==> config.mk <==
export PLATFORM = sky130hd
export DESIGN_NAME = sram512x8_rr_arbiter
export DESIGN_NICKNAME = d
export VERILOG_FILES = /design/src/rtl/sram512x8_pkg.sv /design/src/rtl/rr_arb2.sv /design/src/rtl/sram512x8_rr_arbiter.sv
export SDC_FILE = /design/constraint.sdc
export NUM_CORES = 1
export LEC_CHECK = 0
export ABC_CLOCK_PERIOD_IN_PS = 5300
export BUFFER_PORTS_ARGS = -buffer_cell sky130_fd_sc_hd__buf_2
export CORE_MARGIN = 5
export CORE_UTILIZATION = 30
export DETAILED_ROUTE_END_ITERATION = 6
export PLACE_DENSITY = 0.6
export SLEW_MARGIN = 0
export SYNTH_ARGS = -nofsm -noshare
export SYNTH_HDL_FRONTEND = slang
export SYNTH_HIERARCHICAL = 1
export SYNTH_SLANG_ARGS = --single-unit
==> constraint.sdc <==
create_clock -name CLK -period 5.3 [get_ports CLK]
set_input_delay 0.53 -clock CLK [delete_from_list [all_inputs] [get_ports CLK]]
set_output_delay 0.53 -clock CLK [all_outputs]
set_load 0.05 [all_outputs]
==> src/rtl/sram512x8_pkg.sv <==
// Shared definitions for the 512x8 SRAM round-robin arbiter.
// Holds the memory geometry, the FSM state encoding and a small helper
// that turns an active-high bit mask into the SRAM's active-low WEN.
package sram512x8_pkg;

  localparam int ADDR_W = 9;
  localparam int DATA_W = 8;
  localparam int DEPTH  = 512;

  // Clear counter runs one past the last address so the final clear
  // write is on the SRAM pins for a full cycle before SERVE is entered.
  localparam logic [ADDR_W:0] CLR_END = (ADDR_W + 1)'(DEPTH);

  typedef enum logic [0:0] {
    ST_CLEAR = 1'b0,
    ST_SERVE = 1'b1
  } state_e;

  function automatic logic [DATA_W-1:0] wen_from_mask(input logic [DATA_W-1:0] bm);
    return ~bm;
  endfunction

endpackage

==> src/rtl/rr_arb2.sv <==
// Two-input round-robin grant logic.
// Ports:
//   clk     - rising-edge clock
//   rst_n   - asynchronous active-low reset (priority returns to input 0)
//   valid   - request vector
//   advance - high when the granted request is actually accepted
//   grant   - one-hot (or zero) combinational grant
module rr_arb2 (
  input  logic       clk,
  input  logic       rst_n,
  input  logic [1:0] valid,
  input  logic       advance,
  output logic [1:0] grant
);

  // prio_q = 0: requester 0 wins a tie; prio_q = 1: requester 1 wins.
  logic prio_q;
  logic prio_d;

  always_comb begin
    grant[0] = valid[0] & (~valid[1] | ~prio_q);
    grant[1] = valid[1] & (~valid[0] |  prio_q);
  end

  // The winner of an accepted transfer hands priority to the other side.
  always_comb begin
    prio_d = prio_q;
    if (advance) begin
      if (grant[0])      prio_d = 1'b1;
      else if (grant[1]) prio_d = 1'b0;
    end
  end

  always_ff @(posedge clk or negedge rst_n) begin
    if (!rst_n) prio_q <= 1'b0;
    else        prio_q <= prio_d;
  end

endmodule

==> src/rtl/sram512x8_rr_arbiter.sv <==
// Two-port round-robin front end for a single-port 512x8 SRAM macro.
// After reset it optionally zero-fills the array (CLEAR), then serves one
// request per cycle (SERVE). All SRAM-side signals are registered; read
// data returns as a one-cycle RSPi_VALID pulse with RSPi_Q taken straight
// from SRAM_Q.
// Ports:
//   CLK, RSTN                      - clock, async active-low reset
//   REQi_VALID/READY/WE/A/D/BM     - requester i command channel
//   RSPi_VALID/Q                   - requester i read response
//   SRAM_CEN/GWEN/WEN/A/D, SRAM_Q  - SRAM macro interface (active-low enables)
//   CLEAR_DONE                     - arbiter is in service
module sram512x8_rr_arbiter
  import sram512x8_pkg::*;
#(
  parameter bit CLEAR_ON_RESET = 1'b1
) (
  input  logic              CLK,
  input  logic              RSTN,
  input  logic              REQ0_VALID,
  output logic              REQ0_READY,
  input  logic              REQ0_WE,
  input  logic [ADDR_W-1:0] REQ0_A,
  input  logic [DATA_W-1:0] REQ0_D,
  input  logic [DATA_W-1:0] REQ0_BM,
  output logic              RSP0_VALID,
  output logic [DATA_W-1:0] RSP0_Q,
  input  logic              REQ1_VALID,
  output logic              REQ1_READY,
  input  logic              REQ1_WE,
  input  logic [ADDR_W-1:0] REQ1_A,
  input  logic [DATA_W-1:0] REQ1_D,
  input  logic [DATA_W-1:0] REQ1_BM,
  output logic              RSP1_VALID,
  output logic [DATA_W-1:0] RSP1_Q,
  output logic              SRAM_CEN,
  output logic              SRAM_GWEN,
  output logic [DATA_W-1:0] SRAM_WEN,
  output logic [ADDR_W-1:0] SRAM_A,
  output logic [DATA_W-1:0] SRAM_D,
  input  logic [DATA_W-1:0] SRAM_Q,
  output logic              CLEAR_DONE
);

  localparam state_e RST_STATE = CLEAR_ON_RESET ? ST_CLEAR : ST_SERVE;

  state_e            state_q, state_d;
  logic [ADDR_W:0]   clr_q, clr_d;
  logic              cen_q, cen_d;
  logic              gwen_q, gwen_d;
  logic [DATA_W-1:0] wen_q, wen_d;
  logic [ADDR_W-1:0] a_q, a_d;
  logic [DATA_W-1:0] d_q, d_d;
  logic [1:0]        rd_pend_q, rd_pend_d;   // read on the SRAM pins, per requester
  logic [1:0]        rsp_vld_q, rsp_vld_d;

  logic              serve;
  logic [1:0]        valid;
  logic [1:0]        grant;
  logic [1:0]        ready;
  logic              accept;
  logic              sel_we;
  logic [ADDR_W-1:0] sel_a;
  logic [DATA_W-1:0] sel_d;
  logic [DATA_W-1:0] sel_bm;

  assign valid = {REQ1_VALID, REQ0_VALID};

  rr_arb2 u_arb (
    .clk     (CLK),
    .rst_n   (RSTN),
    .valid   (valid),
    .advance (accept),
    .grant   (grant)
  );

  // RSTN gates READY and CLEAR_DONE so both are low for the whole reset
  // window, including the CLEAR_ON_RESET=0 case where state resets to SERVE.
  always_comb begin
    serve  = (state_q == ST_SERVE);
    ready  = valid & grant & {2{serve & RSTN}};
    accept = |ready;
    sel_we = ready[1] ? REQ1_WE : REQ0_WE;
    sel_a  = ready[1] ? REQ1_A  : REQ0_A;
    sel_d  = ready[1] ? REQ1_D  : REQ0_D;
    sel_bm = ready[1] ? REQ1_BM : REQ0_BM;
  end

  always_comb begin
    state_d   = state_q;
    clr_d     = clr_q;
    cen_d     = 1'b1;
    gwen_d    = 1'b1;
    wen_d     = '1;
    a_d       = a_q;
    d_d       = d_q;
    rd_pend_d = 2'b00;
    rsp_vld_d = rd_pend_q;

    if (!serve) begin
      if (clr_q != CLR_END) begin
        cen_d  = 1'b0;
        gwen_d = 1'b0;
        wen_d  = '0;
        a_d    = clr_q[ADDR_W-1:0];
        d_d    = '0;
        clr_d  = clr_q + 1'b1;
      end else begin
        state_d = ST_SERVE;
      end
    end else if (accept) begin
      cen_d = 1'b0;
      a_d   = sel_a;
      if (sel_we) begin
        // An all-zero mask yields WEN=FF: the cycle is spent, nothing changes.
        gwen_d = 1'b0;
        wen_d  = wen_from_mask(sel_bm);
        d_d    = sel_d;
      end else begin
        rd_pend_d = ready;
      end
    end
  end

  always_ff @(posedge CLK or negedge RSTN) begin
    if (!RSTN) begin
      state_q   <= RST_STATE;
      clr_q     <= '0;
      cen_q     <= 1'b1;
      gwen_q    <= 1'b1;
      wen_q     <= '1;
      a_q       <= '0;
      d_q       <= '0;
      rd_pend_q <= 2'b00;
      rsp_vld_q <= 2'b00;
    end else begin
      state_q   <= state_d;
      clr_q     <= clr_d;
      cen_q     <= cen_d;
      gwen_q    <= gwen_d;
      wen_q     <= wen_d;
      a_q       <= a_d;
      d_q       <= d_d;
      rd_pend_q <= rd_pend_d;
      rsp_vld_q <= rsp_vld_d;
    end
  end

  assign REQ0_READY = ready[0];
  assign REQ1_READY = ready[1];
  assign RSP0_VALID = rsp_vld_q[0];
  assign RSP1_VALID = rsp_vld_q[1];
  assign RSP0_Q     = SRAM_Q;
  assign RSP1_Q     = SRAM_Q;
  assign SRAM_CEN   = cen_q;
  assign SRAM_GWEN  = gwen_q;
  assign SRAM_WEN   = wen_q;
  assign SRAM_A     = a_q;
  assign SRAM_D     = d_q;
  assign CLEAR_DONE = serve & RSTN;

endmodule

==> out/results.txt <==
0 antenna diodes ended up in the layout. The count of final max-slew check failures is 0, and the final worst setup slack is 2.40 ns. Across the run, the number of max-cap violations was 0. The largest total area in the synthesized netlist belongs to dfrtp_1. The synthesized design contains 0 enable-type register cells. The fraction of layout instances using a drive strength above 1 works out to 0.474. The final route contains 1,652 vias.

The internal portion of total power was 450 µW; the count of buffers from port buffering was 87. For the switching component of the power, the log shows 125 µW. Across the VDD grid, the largest voltage drop is 0.0842 mV.

The layout has 771 filler cells. The number of warnings issued by yosys was 6. CTS built an H-tree with a depth of 2. The largest stage delay on the critical path works out to 0.74 ns.

Among all flip-flop cells after synthesis, the most frequent one is dfrtp_1. Data arrives at the worst endpoint at 2.37 ns. The logs give 0 for the post-cts gate resize count and 0.305 for the initial core utilization. The number of hold buffers added after CTS was 0. In this run the clock root is driven by a clkbuf_8. Headroom to the max-slew limit: 0.341.

Using the TritonRoute via totals, the vias-per-cell ratio works out to 4.43. The run gives 0 as the aggregate global routing overflow. The tools report the required time at the endpoint of the critical path as 4.77 ns.

The number of antenna violations at the first check in global routing was 0. Across the routed clock network, the largest skew measured is 0.00385 ns. The die is 95.4 µm tall. Clock latency on the worst-skew pair, taken at its later pin, is 0.29 ns.

TritonCTS built the clock tree. The share of the synthesized area in the top cell type is 0.377. Setup total negative slack on the finished layout was measured at 0 ns. The logs give 0.497 for the sequential area share after synthesis and 112 for the number of placed I/O pins.

The path length in cells of the critical path was 5. The run finished with clean final reports. Once detail routing completed, the nets flagged for antenna violations numbered 0. Reported leakage power: 0.00137 µW. Actual slew at the worst max-slew pin: 0.988 ns. In this run, synthesis produced a sequential element count of 43.

The worst-case clock buffer depth came out at 2. The commonest cells after synthesis are 35 x nand2_1, 33 x dfrtp_1, 16 x buf_4. Most frequent cell on the critical path: buf_2.

The part of the power in the clock network was 0.370; the clock period minus worst slack was 2.90 ns. Counting every instance in the synthesized netlist gives 202. The net switching fraction of the power was 0.218. In this run the worst path has a maximum fanout of 46. The via count of the first global-routing pass was 1,755.

The run gives 0 as the post-CTS setup buffer count. Walking the worst path, the cells encountered are buf_2, nand4_2, buf_4, inv_2, buf_2. The startpoint type of the worst setup path is an input port. The number of buffers created by CTS came out at 5.

The clock-pin slew on the worst setup and hold paths was 0.08 ns. The final layout contains 339 nets. The logic depth of the worst register-to-register path works out to 8. The total wire length after detailed routing came out at 5160 µm.

Along the worst hold path, the cell count comes to 0. Timing would allow up to 0.345 GHz. Together, buffers and inverters on the worst path number 4.

The first-pass detailed-route iteration total was 3. The summed instance area of the synthesized netlist is 2190 µm², and the post-detailed-route DRC marker count is 0. The library cell with the highest instance count after synthesis was nand2_1. The worst slack at placement was 2.32 ns. The kind of end point of the critical path is a primary output. Synthesis instantiated 38 different standard cells from the library. Sequential share of power: 0.570. The total nets after synthesis was 268. Setup repair after global routing left no endpoint under its margin. The synthesized area per cell was 10.8 µm²; the die footprint was 9110 µm².

The fraction of registers with async set/reset is 1.00. The wire-length estimate of the detail-placed layout is 3970 µm. The tools report the maximum number of pins on one net before global-route repair as 47.

The layout overhead on the synthesized area is 22.5%, and the total track usage is 0.116. For the post-route core utilization, the log shows 0.374. By area the synthesized netlist is led by dfrtp_1 38%, dfstp_2 12%, nand2_1 6.0%, buf_4 5.5%, mux2_2 4.6%. The number of core rows came out at 31. The hold violation count in the final report is 0, and the combinational group share of total power is 0.060. Setup violations remaining at the end of the flow were counted as 0.

Number of clock sinks: 43. The first global-routing pass estimated 8090 µm of wire. The worst hold path belongs to the class flip-flop to flip-flop. The final weighted congestion in routability-driven placement is 0.747, and the power per standard cell area is 215 nW/µm². On the critical path, the stage with the largest delay is an instance of buf_2. The share of the clock period used by the worst path is 0.547. The critical path is of the input port to primary output type.

In the final routed layout, each cell accounts on average for 13.8 µm. In this run, the number of DRC markers left after iteration 0 of detailed routing was 34. The cell class contributing the biggest share of worst-path delay is buffers and inverters. The die is 95.4 µm wide. For the placeable core area, the log shows 7180 µm².
-- power by group through the flow --
stage                     clock network (µW)  logic [µW]  registers, µW
after CTS                                222        35.4            328
final                                    213        34.5            328
after detailed placement                   0        35.3            334
after floorplan                            0        37.9            334
after global placement                     0        35.4            334
after global routing                     235        39.2            328
-- final cells by class --
cell class                      instances  area [µm²]  area share
Clock buffer                            7        86.3      0.0322
Clock inverter                          1        5.00     0.00187
Inverter                                8        30.0      0.0112
Multi-Input combinational cell        126         898       0.335
Sequential cell                        43        1090       0.406
Tap cell                               99         124      0.0462
Timing Repair Buffer                   89         450       0.168
-- final timing paths --
kind	from	to	slack (ns)
max	RSTN	REQ1_READY	2.40
min	rd_pend_q[0]	rsp_vld_q[0]	0.35
max reg2reg	u_arb/prio_q	SRAM_D[3]	3.01
min reg2reg	rd_pend_q[0]	rsp_vld_q[0]	0.35
max in group asynchronous	RSTN	rsp_vld_q[1]	4.29
min in group asynchronous	RSTN	SRAM_A[4]	0.40
-- worst reg2reg max path: stages (launching register included) --
cell and delay [ns]:
dfrtp_1 0.41, inv_1 0.06, a21boi_1 0.07, nand4_2 0.08, buf_4 0.35, inv_2 0.24, a32oi_4 0.36, nor2b_4 0.46
o2bb2ai_1 0.17
-- cells in the final DEF, fill, tap and decap left out, types with 6 or more instances in the layout --
cell	count
clkbuf_8	6
a31o_2	7
a31oi_1	6
mux2_2	9
xnor2_1	7
dfstp_2	10
nand2_1	35
inv_1	7
buf_2	87
mux2i_1	9
nor2_1	10
dfrtp_1	33
o2bb2ai_1	8
-- state kept, by name, indices dropped and copies added, names as in the netlist --
name	cells
SRAM_CEN	1
SRAM_A	9
SRAM_D	8
SRAM_GWEN	1
u_arb/prio_q	1
rsp_vld_q	2
SRAM_WEN	8
serve	1
rd_pend_q	2
clr_q	10
-- through the flow --
step	std cells	instance area [µm²]	power, µW	hold slack (ns)
floorplan	202	2190	372	0.234
global placement	365	2590	370	0.333
detailed placement	365	2590	370	0.335
CTS	373	2680	585	0.353
global route	373	2680	602	0.363
finish	373	2680	576	0.352
-- cells by family (layout without fill, tap and decap cells) --
group           Yosys count  in the layout  synth area share
flops                    43             43             0.497
compound gates           34             34             0.135
mux                      18             18            0.0874
simple gates             63             63             0.140
buf+inv                  33            105            0.0926
fa+ha+maj                 2              2            0.0114
xor+xnor                  9              9            0.0360
-- layer usage --
layer | part of all wire | GRT usage | up-vias
li1 | - | - | 825
met1 | 0.40 | 0.136 | 783
met2 | 0.50 | 0.190 | 37
met3 | 0.078 | 0.0442 | 7
met4 | 0.015 | 0.0462 | 0
met5 | 0 | 0 | -
(Power assumes the default switching activity.)
